`src/rtl/multi_cycle_control.sv`:
```
// multi_cycle_control
// Multi-cycle control sequencer for the RV32I core. Steps the datapath through
// FETCH, DECODE, EXECUTE, MEM and WB according to the decoded instruction-type
// code, handles EBREAK halt/resume and counts retired instructions.
//
// Optional build macro: TRAP_EN
//   defined   - TRAP state, illegal-mode trap and MEM timeout counter are built
//   undefined - illegal modes retire as nop, MEM waits forever, trap tied 0
//
// Ports
//   clk, reset          clock (rising edge), asynchronous active-high reset
//   mode[3:0]           instruction type code (12..15 behave as illegal)
//   imem_valid          fetched word valid (FETCH only)
//   dmem_ready          data access complete (MEM only)
//   branch_taken        branch comparator result (EXECUTE only)
//   resume              leave HALT
//   imem_req, ir_load   fetch request / instruction register load
//   pc_load, pc_src     PC update strobe and source select
//   alu_src_a/b         ALU operand selects
//   wb_sel, rd_we       writeback mux select / register write enable
//   dmem_rd, dmem_wr    data memory strobes
//   halted, trap        registered status flags
//   state[2:0]          current state (debug)
//   instret[CNT_W-1:0]  retired-instruction counter (wraps)
module multi_cycle_control #(
    parameter int CNT_W       = 32,
    parameter int MEM_TIMEOUT = 15
) (
    input  logic             clk,
    input  logic             reset,
    input  logic [3:0]       mode,
    input  logic             imem_valid,
    input  logic             dmem_ready,
    input  logic             branch_taken,
    input  logic             resume,
    output logic             imem_req,
    output logic             ir_load,
    output logic             pc_load,
    output logic [1:0]       pc_src,
    output logic             alu_src_a,
    output logic             alu_src_b,
    output logic [1:0]       wb_sel,
    output logic             rd_we,
    output logic             dmem_rd,
    output logic             dmem_wr,
    output logic             halted,
    output logic             trap,
    output logic [2:0]       state,
    output logic [CNT_W-1:0] instret
);

    typedef enum logic [2:0] {
        S_FETCH   = 3'd0,
        S_DECODE  = 3'd1,
        S_EXECUTE = 3'd2,
        S_MEM     = 3'd3,
        S_WB      = 3'd4,
        S_HALT    = 3'd5,
        S_TRAP    = 3'd6
    } state_t;

    typedef enum logic [3:0] {
        M_NOP     = 4'd0,
        M_R       = 4'd1,
        M_I       = 4'd2,
        M_LOAD    = 4'd3,
        M_STORE   = 4'd4,
        M_BRANCH  = 4'd5,
        M_JAL     = 4'd6,
        M_LUI     = 4'd7,
        M_AUIPC   = 4'd8,
        M_ILLEGAL = 4'd9,
        M_JALR    = 4'd10,
        M_EBREAK  = 4'd11
    } mode_t;

    if (MEM_TIMEOUT < 1 || CNT_W < 1) begin : g_bad_param
        $error("multi_cycle_control: MEM_TIMEOUT and CNT_W must be at least 1");
    end

    state_t           r_state;
    state_t           w_next;
    mode_t            w_mode;
    logic             r_halted;
    logic [CNT_W-1:0] r_instret;

    // Unassigned codes fold onto the illegal type.
    assign w_mode = (mode > 4'd11) ? M_ILLEGAL : mode_t'(mode);

`ifdef TRAP_EN
    localparam int TMO_W = $clog2(MEM_TIMEOUT + 1);

    logic [TMO_W-1:0] r_mem_cnt;
    logic             w_mem_timeout;
    logic             r_trap;

    // Counts MEM cycles already spent; held at zero outside MEM so every
    // MEM entry starts from zero.
    always_ff @(posedge clk or posedge reset) begin
        if (reset) begin
            r_mem_cnt <= '0;
        end else if (r_state != S_MEM) begin
            r_mem_cnt <= '0;
        end else begin
            r_mem_cnt <= r_mem_cnt + TMO_W'(1);
        end
    end

    assign w_mem_timeout = (r_mem_cnt == TMO_W'(MEM_TIMEOUT - 1)) && !dmem_ready;

    always_ff @(posedge clk or posedge reset) begin
        if (reset) begin
            r_trap <= 1'b0;
        end else begin
            r_trap <= (w_next == S_TRAP);
        end
    end

    assign trap = r_trap;
`else
    assign trap = 1'b0;
`endif

    always_comb begin
        w_next    = r_state;
        imem_req  = 1'b0;
        ir_load   = 1'b0;
        pc_load   = 1'b0;
        pc_src    = 2'd0;
        alu_src_a = 1'b0;
        alu_src_b = 1'b0;
        wb_sel    = 2'd0;
        rd_we     = 1'b0;
        dmem_rd   = 1'b0;
        dmem_wr   = 1'b0;

        case (r_state)
            S_FETCH: begin
                imem_req = 1'b1;
                if (imem_valid) begin
                    ir_load = 1'b1;
                    w_next  = S_DECODE;
                end
            end
            S_DECODE: begin
                case (w_mode)
                    M_EBREAK:  w_next = S_HALT;
`ifdef TRAP_EN
                    M_ILLEGAL: w_next = S_TRAP;
`endif
                    default:   w_next = S_EXECUTE;
                endcase
            end
            S_EXECUTE: begin
                case (w_mode)
                    M_R: w_next = S_WB;
                    M_I: begin
                        alu_src_b = 1'b1;
                        w_next    = S_WB;
                    end
                    M_LOAD, M_STORE: begin
                        alu_src_b = 1'b1;
                        w_next    = S_MEM;
                    end
                    M_AUIPC: begin
                        alu_src_a = 1'b1;
                        alu_src_b = 1'b1;
                        w_next    = S_WB;
                    end
                    M_LUI, M_JAL, M_JALR: w_next = S_WB;
                    M_BRANCH: begin
                        pc_load = 1'b1;
                        pc_src  = {1'b0, branch_taken};
                        w_next  = S_FETCH;
                    end
                    // nop, and illegal when it is not trapped
                    default: begin
                        pc_load = 1'b1;
                        w_next  = S_FETCH;
                    end
                endcase
            end
            S_MEM: begin
                dmem_rd = (w_mode == M_LOAD);
                dmem_wr = (w_mode == M_STORE);
                if (dmem_ready) begin
                    if (w_mode == M_LOAD) begin
                        w_next = S_WB;
                    end else begin
                        pc_load = 1'b1;
                        w_next  = S_FETCH;
                    end
                end
`ifdef TRAP_EN
                if (w_mem_timeout) begin
                    w_next = S_TRAP;
                end
`endif
            end
            S_WB: begin
                rd_we   = 1'b1;
                pc_load = 1'b1;
                case (w_mode)
                    M_LOAD:        wb_sel = 2'd1;
                    M_JAL, M_JALR: wb_sel = 2'd2;
                    M_LUI:         wb_sel = 2'd3;
                    default:       wb_sel = 2'd0;
                endcase
                case (w_mode)
                    M_JAL:   pc_src = 2'd1;
                    M_JALR:  pc_src = 2'd2;
                    default: pc_src = 2'd0;
                endcase
                w_next = S_FETCH;
            end
            S_HALT: begin
                if (resume) begin
                    pc_load = 1'b1;
                    w_next  = S_FETCH;
                end
            end
`ifdef TRAP_EN
            S_TRAP: w_next = S_TRAP;
`endif
            default: w_next = S_FETCH;
        endcase

        // State already reads FETCH during reset; keep every strobe low too.
        if (reset) begin
            imem_req  = 1'b0;
            ir_load   = 1'b0;
            pc_load   = 1'b0;
            pc_src    = 2'd0;
            alu_src_a = 1'b0;
            alu_src_b = 1'b0;
            wb_sel    = 2'd0;
            rd_we     = 1'b0;
            dmem_rd   = 1'b0;
            dmem_wr   = 1'b0;
        end
    end

    // Every pc_load marks a retiring instruction.
    always_ff @(posedge clk or posedge reset) begin
        if (reset) begin
            r_state   <= S_FETCH;
            r_halted  <= 1'b0;
            r_instret <= '0;
        end else begin
            r_state  <= w_next;
            r_halted <= (w_next == S_HALT);
            if (pc_load) begin
                r_instret <= r_instret + CNT_W'(1);
            end
        end
    end

    assign state   = r_state;
    assign halted  = r_halted;
    assign instret = r_instret;

endmodule

```
`config.mk`:
```
export PLATFORM = sky130hd
export DESIGN_NAME = multi_cycle_control
export DESIGN_NICKNAME = d
export VERILOG_FILES = /design/src/rtl/multi_cycle_control.sv
export SDC_FILE = /design/constraint.sdc
export NUM_CORES = 1
export LEC_CHECK = 0
export ABC_CLOCK_PERIOD_IN_PS = 2900
export CAP_MARGIN = 20
export CORE_MARGIN = 3
export CORE_UTILIZATION = 40
export CTS_CLUSTER_SIZE = 10
export DETAILED_ROUTE_END_ITERATION = 12
export GPL_TIMING_DRIVEN = 0
export HOLD_SLACK_MARGIN = 0.15
export MAX_ROUTING_LAYER = met4
export PLACE_DENSITY_LB_ADDON = 0.05
export SLEW_MARGIN = 20
export SYNTH_ARGS = -nofsm -noshare
export SYNTH_HDL_FRONTEND = slang
export SYNTH_SLANG_ARGS = --single-unit
```
`constraint.sdc`:
```
create_clock -name clk -period 2.9 [get_ports clk]
set_clock_uncertainty 0.2 [all_clocks]
set_input_delay 0.29 -clock clk [delete_from_list [all_inputs] [get_ports clk]]
set_output_delay 0.29 -clock clk [all_outputs]
set_load 0.03 [all_outputs]
```
**After elaboration in Yosys (flattened, before gate mapping)**

Cells that the tools add are included.

- Bits in registers: 36
- Input port bits: 10
- Output and inout port bits: 49

- Add/subtract/negate cells: 1
- $lt $le $gt $ge: 1
- Eq/ne operators: 16
- Mux-type cells: 38
- Reduce and logical (&&, ||, !) cells: 6

Operators by type and width:

| cell | number |
|---|---|
| 32-bit by 1-bit adder with 32-bit output (second input constant) | 1 |
| 1-bit two-way mux | 23 |
| 4-bit by 3-bit == test with 1-bit output (second input constant) | 4 |
| 3-bit two-way mux | 5 |
| 3-bit case mux with 5 select lines | 1 |
| 4-bit == test (second input constant) | 3 |
| 3-bit == test (second input constant) | 3 |
| 4-bit by 2-bit == test with 1-bit output (second input constant) | 2 |
| 2-bit case mux with 2 select lines | 2 |
| 8-bit OR reduction | 1 |
| 3-bit by 2-bit == test with 1-bit output (second input constant) | 2 |
| 2-bit two-way mux | 3 |
| 2-bit case mux with 3 select lines | 1 |
| 3-bit case mux with 2 select lines | 1 |
| 6-bit OR reduction | 1 |
| 4-bit by 1-bit == test with 1-bit output (second input constant) | 1 |
| 4-bit > comparator (second input constant) | 1 |
| 4-bit two-way mux | 1 |
| 1-bit case mux with 4 select lines | 1 |
| 2-bit OR reduction | 2 |
| 4-bit OR reduction | 1 |
| 3-bit by 1-bit == test with 1-bit output (second input constant) | 1 |
| 3-bit zero test | 1 |

**Longest topological paths before layout**

- Depth in word-level cells: 7
- Mapped depth: 7
- Mapped depth without buffers: 5

**Worst setup path before layout**

No wires, ideal clock.

- Kind: flip-flop to flip-flop
- From: register r_state[2], in the netlist state[2]
- To: register r_instret[1], in the netlist instret[1]
- Data arrival time: 2.340 ns
- Required time: 2.575 ns
- Setup slack: 0.236 ns
- Cell stages (with the launch flop): 7
- Path through: dfrtp_1 buf_2 or2b_1 o32a_1 o31a_1 nor2_1 mux2_2

- Longest elaborated chain between the ends: 3
- Elaborated cells between the ends (all ways): 6
- Those cells by class: eq/ne: 4; mux: 2

Ends and longest elaborated chain:

| item | RTL line | RTL |
|---|---|---|
| from (decl) | 81 | `state_t r_state;` |
| from (signal assigned) | 250 | `r_state <= w_next;` |
| 3-bit == test / 3-bit by 2-bit == test with 1-bit output (equally long branches) | 137 | `case (r_state)` |
| 1-bit case mux with 4 select lines (*) | 137 |  |
| 1-bit two-way mux (*) | 229 | `if (reset) begin` |
| named net pc_load | 38 | `output logic pc_load,` |
| to (signal assigned) | 253 | `r_instret <= r_instret + CNT_W'(1);` |
| to (decl) | 85 | `logic [CNT_W-1:0] r_instret;` |

The timed path passes the listed nets; every way through them passes the cells marked *.
A chain may end at the register's enable or synchronous reset.

**Worst setup path in the final report**

- From: input reset
- To: output dmem_rd

- Longest elaborated chain between the ends: 1

Ends and longest elaborated chain:

| item | RTL line | RTL |
|---|---|---|
| from (decl) | 30 | `input logic reset,` |
| 1-bit two-way mux | 229 |  |
| to (decl) | 44 | `output logic dmem_rd,` |

No other way between the ends.

==> results.md <==
* Initial core utilization at around 43%
* Area delta synth->final at 39.01%
* Initial antenna violation count at 0
* Final Hold Violating Endpoints at 0
* Max Cap Violations at 0
* Die Height at 76.17 um
* Layout cell share with drive strength beyond 1 at under 10%
* Later-pin clock latency in the skew report at slightly below 300 ps
* Net count after synthesis at 210
* R2R setup slack at roughly 350 ps
* DRC viols at 0
* Slew Limit Fails at 0
* Hold Crit Depth at 1
* Startpoint class of the critical path: input pin
* RSZ-0062 raised after global routing: false
* Minimum clock period at 2791 ps
* Drt via density at 5.058
* Async SR Flop Fraction at 100.0%
* Worst min path class: reg2reg
* WS Path Type: in2out
* Synth top area share at 45.74%
* I/O pins at between 50 and 60
* CP Max Fanout at 21
* Most Used Layer, Global Route: met2
* Ys Warns at 0
* Largest net degree at the start of global routing at 22
* WL final at 4.544 mm
* Clock sinks at 36
* Power Density at 523.1 nW/um2
* Die X at 76.17 um
* Setup Viol. Count Final at 0
* Avg Inst Size Synth at 9.896 um2
* Slew HR at 39.92%
* Leakage power at 1.196 nW
* Data arrival time of the critical path at 2300 ps
* Drt pass-1 iters at 4
* Vias in the first global route at roughly 1600
* Synth Flop Type: dfrtp_1
* Final Cycle Share at 96.25%
* Final design utilization at roughly three fifths
* Peak supply drop at 0.0004043 V
* Switching Fraction at 36.91%
* Post-CTS Setup Bufs at 0
* Nets at 273
* Crit path from: reset
* WL/cell at 13.85 um
* Post-synth EDFFs at 0
* CTS Root Cell: clkbuf_8
* Iteration-0 DRC Markers at 64
* Worst-Margin Slew at 893.6 ps
* Finished Layout Cells at roughly 330
* Post-Synthesis Cell Area at 1969 um2
* Setup WS pre-CTS at -344.4 ps
* Final Power at 1.432 mW
* CP Capture Type: output port
* GR Layer Usage met3 at 3.546%
* # rows at 24
* GRT overflow at 0
* Worst endpoint required time at between 2000 and 2500 ps
* Total of fill cells in the finished design at between 400 and 500
* Pint at 903.5 uW
* Clock buffer depth at 2
* Placed instance count at 320
* Reg-to-Reg End: instret[23]$_DFFE_PP0P_
* Source of the worst hold timing path: instret[31]$_DFFE_PP0P_
* Dominant cell type by area after synthesis: dfrtp_1
* CTS clk-pin slew, worst paths at about 80 ps
* Core ar. at 4564 um2
* DRT antenna net count at 0
* First-pass GRT wire length at roughly 7.8 mm
* Sequential Power Share at 41.4%
* CTS hold repair buffers at 0
* Met1 GRT Util at around a quarter
* Sequential share of the synthesized area at 45.74%
* Worst r2r src: state[2]$_DFF_PP0_
* Clock network power share at 24.6%
* CTS tree: done
* PortBufs at 55
* Number of buffers created by CTS at 5
* Post-Synthesis Cells at 199
* Setup ws final at approximately 110 ps
* Status: complete, no violations
* Placer Congestion at 0.7910
* R2r worst-path depth at 7
* Sw Pwr at 528.6 uW
* Largest cells by area after synthesis: dfrtp_1, xnor2_1, xor2_1, nand4_1, nand3_1
* Worst Hold End: instret[31]$_DFFE_PP0P_
* Detailed-route via count at 1659
* FMAX at approximately 360 MHz
* All-Layer GR Usage at 16.80%
* DIE AREA at 5801 um2
* TNS Setup at 0 ps
* H-tree depth at 2
* Yosys cell types at 50
* Met2 Use GR at ~24%
* Logic pwr share at between 30 and 40%
* Post-DP HPWL at 3.374 mm
* Number of synthesized register bits at 36
* Antenna cells at 0
power by group through the flow:
stage / clock [mW] / combinational, mW / sequential [mW]
after detailed placement: 0 / 0.484 / 0.602
after global routing: 0.382 / 0.524 / 0.599
after global placement: 0 / 0.476 / 0.600
final: 0.352 / 0.487 / 0.593
after floorplan: 0 / 0.240 / 0.664
after CTS: 0.361 / 0.486 / 0.593
cell type report:
type	count	area, um2	area share [%]
Multi-Input combinational cell	147	1002	36.61
Sequential cell	36	900.9	32.91
Timing Repair Buffer	56	584.3	21.34
Tap cell	65	81.33	2.971
Clock buffer	5	68.82	2.514
Buffer	10	53.80	1.965
Inverter	6	27.53	1.005
Clock inverter	3	18.77	0.6856
metrics by stage:
stage          hold slack [ps]  area [um2]
5_1_grt                  294.0        2738
3_5_place_dp             266.1        2629
3_3_place_gp             258.9        2601
2_1_floorplan            279.5        1969
6_report                 277.4        2738
4_1_cts                  276.7        2718
cells in the final DEF (no fill, tap or decap), types with 3 or more instances in the layout:
master           netlist  final
nand2_1               13     13
nor4_1                 5      5
nand2b_1               3      3
buf_2                  3      3
nor3_1                10     10
nand4_1               14     14
inv_1                  6      5
and3_1                 3      3
nor2b_1                3      3
clkbuf_8               0      5
dlymetal6s2s_1         0      3
dfrtp_1               36     36
xnor2_1               20     20
o21ai_0                3      3
clkdlybuf4s50_1        0     49
xor2_1                11     11
nor2_1                11     10
clkbuf_1               5      4
nand3_1               13     13
cell usage after synthesis (3+ instances only):
| cell | number |
|---|---|
| and3_1 | 3 |
| buf_2 | 3 |
| clkbuf_1 | 5 |
| dfrtp_1 | 36 |
| inv_1 | 6 |
| nand2_1 | 13 |
| nand2b_1 | 3 |
| nand3_1 | 13 |
| nand4_1 | 14 |
| nor2_1 | 11 |
| nor2b_1 | 3 |
| nor3_1 | 10 |
| nor4_1 | 5 |
| o21ai_0 | 3 |
| xnor2_1 | 20 |
| xor2_1 | 11 |
state kept, by name, indices dropped and copies added, names as in the netlist:
name     flops
instret     32
halted       1
state        3
how the worst max path moves through the flow:
stage	depth (start not counted)	slack, ps	to
after floorplan	6	240	instret[1]$_DFFE_PP0P_
after global placement	5	-720	dmem_rd
after detailed placement	7	-340	pc_load
after CTS	4	20	wb_sel[1]
after global routing	6	3	dmem_wr
final	6	110	dmem_rd
routing by layer:
layer | part of all wire (%) | wire length, um
met2 | 43 | 1953
met3 | 3.9 | 177
met4 | 1.3 | 59
met5 | 0 | 0
met1 | 52 | 2354
what timing repair did:
action	in CTS	in global routing
gates resized for setup	6	9
setup endpoints to repair	5	7
pin swaps	0	0
hold endpoints to repair	0	0
cells by family (layout without fill, tap and decap cells):
family	Yosys count	count (layout)	synth area share, %
flip-flops	36	36	45.74
XOR/XNOR	31	31	13.79
AO/OA/AOI/OAI	15	15	5.592
adder cells (fa/ha/maj)	1	1	0.6352
multiplexers	3	3	1.588
AND/OR/NAND/NOR	96	96	28.65
buffers and inverters	16	80	3.812
other	1	1	0.1904
worst max-delay path, stage by stage:
cell and delay, ps:
clkdlybuf4s50_1 730, clkinv_4 290, buf_16 240, nand3_1 110, nor2_1 50, clkdlybuf4s50_1 590
(Power assumes the default switching activity.)
